### src/rtl/serial_byte_tx.sv
// ============================================================================
// serial_byte_tx
// ----------------------------------------------------------------------------
// Sending end of a start/data/stop framed serial line. A byte is taken over a
// valid/ready handshake. It is then shifted out one bit per clock as:
//   start (0), 8 data bits (LSB- or MSB-first), optional odd parity,
//   and STOP_BITS stop cycles (1).
// in_ready is also high in the last stop cycle, so frames can run back to
// back with no idle gap.
//
// Parameters:
//   LSB_FIRST  1 = data bit 0 first, 0 = data bit 7 first
//   PARITY_EN  1 = append one odd-parity bit after the data bits
//   STOP_BITS  number of stop-bit cycles, 1..4
//
// Ports:
//   clk       in   rising-edge clock
//   reset     in   synchronous, active-high reset
//   in_valid  in   in_data holds a byte to send
//   in_data   in   [7:0] byte to transmit
//   in_ready  out  byte can be accepted this cycle (IDLE or last STOP)
//   out       out  registered serial line, idles at 1
//   busy      out  frame in progress (START through last STOP)
//   done      out  one-cycle pulse during the final stop bit
// ============================================================================
module serial_byte_tx #(
    parameter int LSB_FIRST = 1,
    parameter int PARITY_EN = 0,
    parameter int STOP_BITS = 1
) (
    input  logic       clk,
    input  logic       reset,
    input  logic       in_valid,
    input  logic [7:0] in_data,
    output logic       in_ready,
    output logic       out,
    output logic       busy,
    output logic       done
);

    if (STOP_BITS < 1 || STOP_BITS > 4) begin : g_bad_stop
        $error("serial_byte_tx: STOP_BITS must be in 1..4");
    end

    localparam logic [1:0] STOP_LAST = 2'(STOP_BITS - 1);

    typedef enum logic [2:0] {
        S_IDLE,
        S_START,
        S_DATA,
        S_PARITY,
        S_STOP
    } state_t;

    state_t     r_state;
    logic [7:0] r_shift;
    logic [2:0] r_cnt;
    logic [1:0] r_stop_cnt;
    logic       r_out;
    logic       r_busy;
    logic       r_done;

    logic       w_last_stop;
    logic       w_accept;

    // Bit that goes on the line next, taken from the head of the register.
    function automatic logic head_bit(input logic [7:0] v);
        return (LSB_FIRST != 0) ? v[0] : v[7];
    endfunction

    // Rotate (not shift) so the captured byte is whole again after eight
    // steps; parity is then taken from the original byte at the end of DATA.
    function automatic logic [7:0] rotate(input logic [7:0] v);
        return (LSB_FIRST != 0) ? {v[0], v[7:1]} : {v[6:0], v[7]};
    endfunction

    assign w_last_stop = (r_state == S_STOP) && (r_stop_cnt == STOP_LAST);
    assign in_ready    = (r_state == S_IDLE) || w_last_stop;
    assign w_accept    = in_valid && in_ready;

    assign out  = r_out;
    assign busy = r_busy;
    assign done = r_done;

    always_ff @(posedge clk) begin
        if (reset) begin
            r_state    <= S_IDLE;
            r_shift    <= 8'h00;
            r_cnt      <= 3'd0;
            r_stop_cnt <= 2'd0;
            r_out      <= 1'b1;
            r_busy     <= 1'b0;
            r_done     <= 1'b0;
        end else begin
            case (r_state)
                S_IDLE: begin
                    if (w_accept) begin
                        r_shift <= in_data;
                        r_out   <= 1'b0;
                        r_busy  <= 1'b1;
                        r_state <= S_START;
                    end
                end

                S_START: begin
                    r_out   <= head_bit(r_shift);
                    r_shift <= rotate(r_shift);
                    r_cnt   <= 3'd0;
                    r_state <= S_DATA;
                end

                S_DATA: begin
                    if (r_cnt == 3'd7) begin
                        r_cnt <= 3'd0;
                        if (PARITY_EN != 0) begin
                            r_out   <= ~^r_shift;
                            r_state <= S_PARITY;
                        end else begin
                            r_out      <= 1'b1;
                            r_stop_cnt <= 2'd0;
                            r_done     <= (STOP_LAST == 2'd0);
                            r_state    <= S_STOP;
                        end
                    end else begin
                        r_out   <= head_bit(r_shift);
                        r_shift <= rotate(r_shift);
                        r_cnt   <= r_cnt + 3'd1;
                    end
                end

                S_PARITY: begin
                    r_out      <= 1'b1;
                    r_stop_cnt <= 2'd0;
                    r_done     <= (STOP_LAST == 2'd0);
                    r_state    <= S_STOP;
                end

                S_STOP: begin
                    if (r_stop_cnt == STOP_LAST) begin
                        r_done     <= 1'b0;
                        r_stop_cnt <= 2'd0;
                        if (w_accept) begin
                            // Next frame's start bit follows the last stop bit directly.
                            r_shift <= in_data;
                            r_out   <= 1'b0;
                            r_busy  <= 1'b1;
                            r_state <= S_START;
                        end else begin
                            r_out   <= 1'b1;
                            r_busy  <= 1'b0;
                            r_state <= S_IDLE;
                        end
                    end else begin
                        r_stop_cnt <= r_stop_cnt + 2'd1;
                        r_done     <= ((r_stop_cnt + 2'd1) == STOP_LAST);
                    end
                end

                default: begin
                    r_out   <= 1'b1;
                    r_busy  <= 1'b0;
                    r_done  <= 1'b0;
                    r_state <= S_IDLE;
                end
            endcase
        end
    end

endmodule

### config.mk
export PLATFORM = sky130hd
export DESIGN_NAME = serial_byte_tx
export DESIGN_NICKNAME = d
export VERILOG_FILES = /design/src/rtl/serial_byte_tx.sv
export SDC_FILE = /design/constraint.sdc
export NUM_CORES = 1
export LEC_CHECK = 0
export CORE_AREA = 5 5 54 56
export CTS_BUF_LIST = sky130_fd_sc_hd__clkbuf_16
export DETAILED_ROUTE_END_ITERATION = 8
export DIE_AREA = 0 0 59 61
export GPL_ROUTABILITY_DRIVEN = 0
export PLACE_DENSITY = 0.7
export SYNTH_ARGS = -nofsm -noshare
export SYNTH_HDL_FRONTEND = slang
export SYNTH_SLANG_ARGS = --single-unit
### constraint.sdc
create_clock -name clk -period 2.15 [get_ports clk]
set_clock_uncertainty 0.2 [all_clocks]
set_input_delay 0.3225 -clock clk [delete_from_list [all_inputs] [get_ports clk]]
set_output_delay 0.3225 -clock clk [all_outputs]
set_load 0.1 [all_outputs]
==> summary.md <==
| Metric | Value |
|---|---|
| Status | `finished, final reports clean` |
| Die Height | `61 um` |
| Setup crit end kind | `output pin` |
| Crit path launch type | `flip-flop` |
| Clk_lat worst skew | `0.25 ns` |
| Final Cycle Share | `95.7%` |
| Synth top area share | `34.1%` |
| Syn avg cell area | `8.79 um2` |
| Syn_nets | `143` |
| Hold path start | `r_shift[5]` |
| Slew HR | `58.6%` |
| Worst-path fanout max | `5` |
| FP Rows | `18` |
| Cell count of the worst reg-to-reg path | `6` |
| Fin Setup TNS | `0 ns` |
| Vias in the first global route | `1023` |
| Crit Path Class | `reg2out` |
| Remaining antenna violation count after routing | `0` |
| Leakage | `0.513 nW` |
| Setup-failing EPs final | `0` |
| Max Cap Violations | `0` |
| Worst Hold Depth | `2` |
| DRC violations left | `0` |
| Top-count cell post-synth | `dfxtp_1` |
| Reg2reg start | `r_cnt[0]` |
| Hold WC Path Type | `reg2reg` |
| RSZ-0062 raised after global routing | `false` |
| Peak supply drop | `0.000729 V` |
| Storage cell area | `380 um2` |
| Crit path DAT | `1.54 ns` |
| Sequential fraction of design power | `39.4%` |
| Comb pwr share | `23.7%` |
| Io pins | `15` |
| Placeable core region | `2390 um2` |
| Setup WS post-layout | `0.0916 ns` |
| Leading post-synthesis cells by cell area | `dfxtp_1 (34%), a2111oi_0 (6.3%), a311oi_1 (6.3%)` |
| Area of the die | `3600 um2` |
| Worst r2r dst | `r_shift[7]` |
| Reg2Reg Setup Slack | `0.17 ns` |
| Dpl ws | `-0.572 ns` |
| CTS tree | `built` |
| Pin count of the biggest net entering global routing | `14` |
| #FFs+latches synth | `19` |
| Number of diodes | `0` |
| Fmax | `486 MHz` |
| First drt pass iteration count | `4` |
| Final slew viol count | `0` |
| EDFF count, synth | `0` |
| Post-synthesis cell area | `1120 um2` |
| Via Count | `1102` |
| Psw | `0.301 mW` |
| WL final | `2840 um` |
| Post-DP HPWL | `1930 um` |
| Most used DFF post-synth | `dfxtp_1` |
| Post-synthesis instance total | `127` |
| Power Density | `725 nW/um2` |
| Sink Count | `19` |
| Post-layout min period | `2.06 ns` |
| Warnings, synthesis | `0` |
| Synth area leader | `dfxtp_1` |
| Port Buf Inserts | `14` |
| Clk pwr share | `36.9%` |
| Critical Path RT | `1.63 ns` |
| Worst slew pin tran | `0.616 ns` |
| Antenna violations before repair | `0` |
| Worst Hold Path EP | `r_shift[4]` |
| Wire per inst | `16.3 um` |
| CTS Buf Count | `3` |
| Gr usage total | `17.2%` |
| Area grow syn2layout | `27.1%` |
| Total grt overflow | `0` |
| Final Hold Fails | `0` |
| Avg Vias per Cell | `6.33` |
| Post-synth ARST share | `0%` |
| H-tree Lvls | `1` |
| Final #Nets | `161` |
| Root Buffer | `clkbuf_16` |
| Post-synthesis sequential area ratio | `34.1%` |
| Initial Util | `46.8%` |
| Fraction of layout instances using a drive strength above 1 | `15.3%` |
| Internal power | `0.728 mW` |
| Fillers | `216` |
| Footprint of the multi-input gates | `686 um2` |
| First-pass GRT wire length | `4660 um` |
| Distinct cells, synth | `39` |
| Reg clk slew, reported paths | `0.05 ns` |
| Maximum root-to-sink buffer count | `2` |
| Sw Ratio | `29.3%` |
| Chip Width | `59 um` |
| Initial DRC Count | `57` |
| Synth top cells by count | `dfxtp_1 (19), o21ai_0 (12), nand3_1 (11)` |
-- critical path, stage by stage, from the launching register on --
cell and delay, ns:
dfxtp_1 0.36, inv_1 0.08, ha_1 0.22, buf_4 0.16, nor2b_1 0.23, nor3_4 0.07
buf_12 0.17
-- final cells by class --
| cell class | count | area share [%] |
|---|---|---|
| multi-input combinational | 92 | 48.3 |
| sequential | 19 | 26.8 |
| timing repair buffer | 24 | 15.3 |
| clock buffer | 3 | 5.29 |
| tap | 30 | 2.65 |
| inverter | 5 | 1.32 |
| clock inverter | 1 | 0.265 |
-- registers in the layout, summed over array words and instances (netlist names) --
signal      cells
r_shift         8
out             1
busy            1
r_stop_cnt      2
r_cnt           3
done            1
r_state         3
-- what timing repair did --
item,CTS,global route
endpoints found under the setup margin,8,6
pin swaps,0,1
setup buffers,0,1
resized for setup,1,1
hold buffers,0,0
-- metal layers --
metal	vias to the layer above	share of wire (%)	wire length, um	GRT usage, %
met5	-	0	0	0
met4	0	2.1	59	6.15
met3	7	7.3	208	5.96
met2	40	49	1400	28.4
met1	523	41	1180	20.7
li1	532	-	-	-
-- logic make-up after synthesis --
family                     count (synthesis)  synth area share, %
AOI/OAI and AO/OA                         51                 31.8
DFF                                       19                 34.1
buffers and inverters                     16                 6.84
xor gates and xnor gates                   2                 1.57
and+or+nand+nor                           33                 19.1
adders and majority gates                  5                 5.61
muxes                                      1                 1.01
-- metrics by stage --
| step | area [um2] | hold slack (ns) | instances | total power [mW] | utilization, % |
|---|---|---|---|---|---|
| CTS | 1400 | 0.290 | 173 | 1.03 | 58.8 |
| detailed placement | 1320 | 0.287 | 169 | 0.646 | 55.2 |
| finish | 1420 | 0.291 | 174 | 1.03 | 59.4 |
| global placement | 1320 | 0.278 | 169 | 0.641 | 55.2 |
| global route | 1420 | 0.316 | 174 | 1.07 | 59.4 |
| floorplan | 1130 | 0.266 | 127 | 0.574 | - |
-- power by group through the flow --
stage               Clock (mW)  Sequential [mW]  Combinational (mW)
floorplan                    0            0.432               0.142
global placement             0            0.409               0.231
detailed placement           0            0.409               0.237
CTS                      0.386            0.403               0.239
global route             0.400            0.408               0.261
finish                   0.380            0.405               0.244
-- cells in the final DEF, fill, tap and decap left out, types with 2 or more instances in the layout --
master            n
nor3_1            2
o21ai_1           5
a311oi_1          8
nand2_1           2
nor3b_1           3
o211ai_1          2
and2_1            3
buf_4            13
inv_1             5
dfxtp_1          19
a2111oi_0         8
o21ai_0          12
nor2_1            2
clkbuf_16         3
clkdlybuf4s50_1  10
nand3_1          11
a21oi_1           9
ha_1              5
-- worst max path at each step --
stage                              from         end  slack [ns]
after floorplan              r_state[0]  r_state[0]        0.16
after global placement         in_valid  r_shift[1]       -0.43
after detailed placement       in_valid  r_shift[0]       -0.57
after CTS                      in_valid  r_shift[0]        0.04
after global routing      r_stop_cnt[1]    in_ready        0.02
final                     r_stop_cnt[0]    in_ready        0.09
No activity file was read; power rests on OpenSTA's default activity.
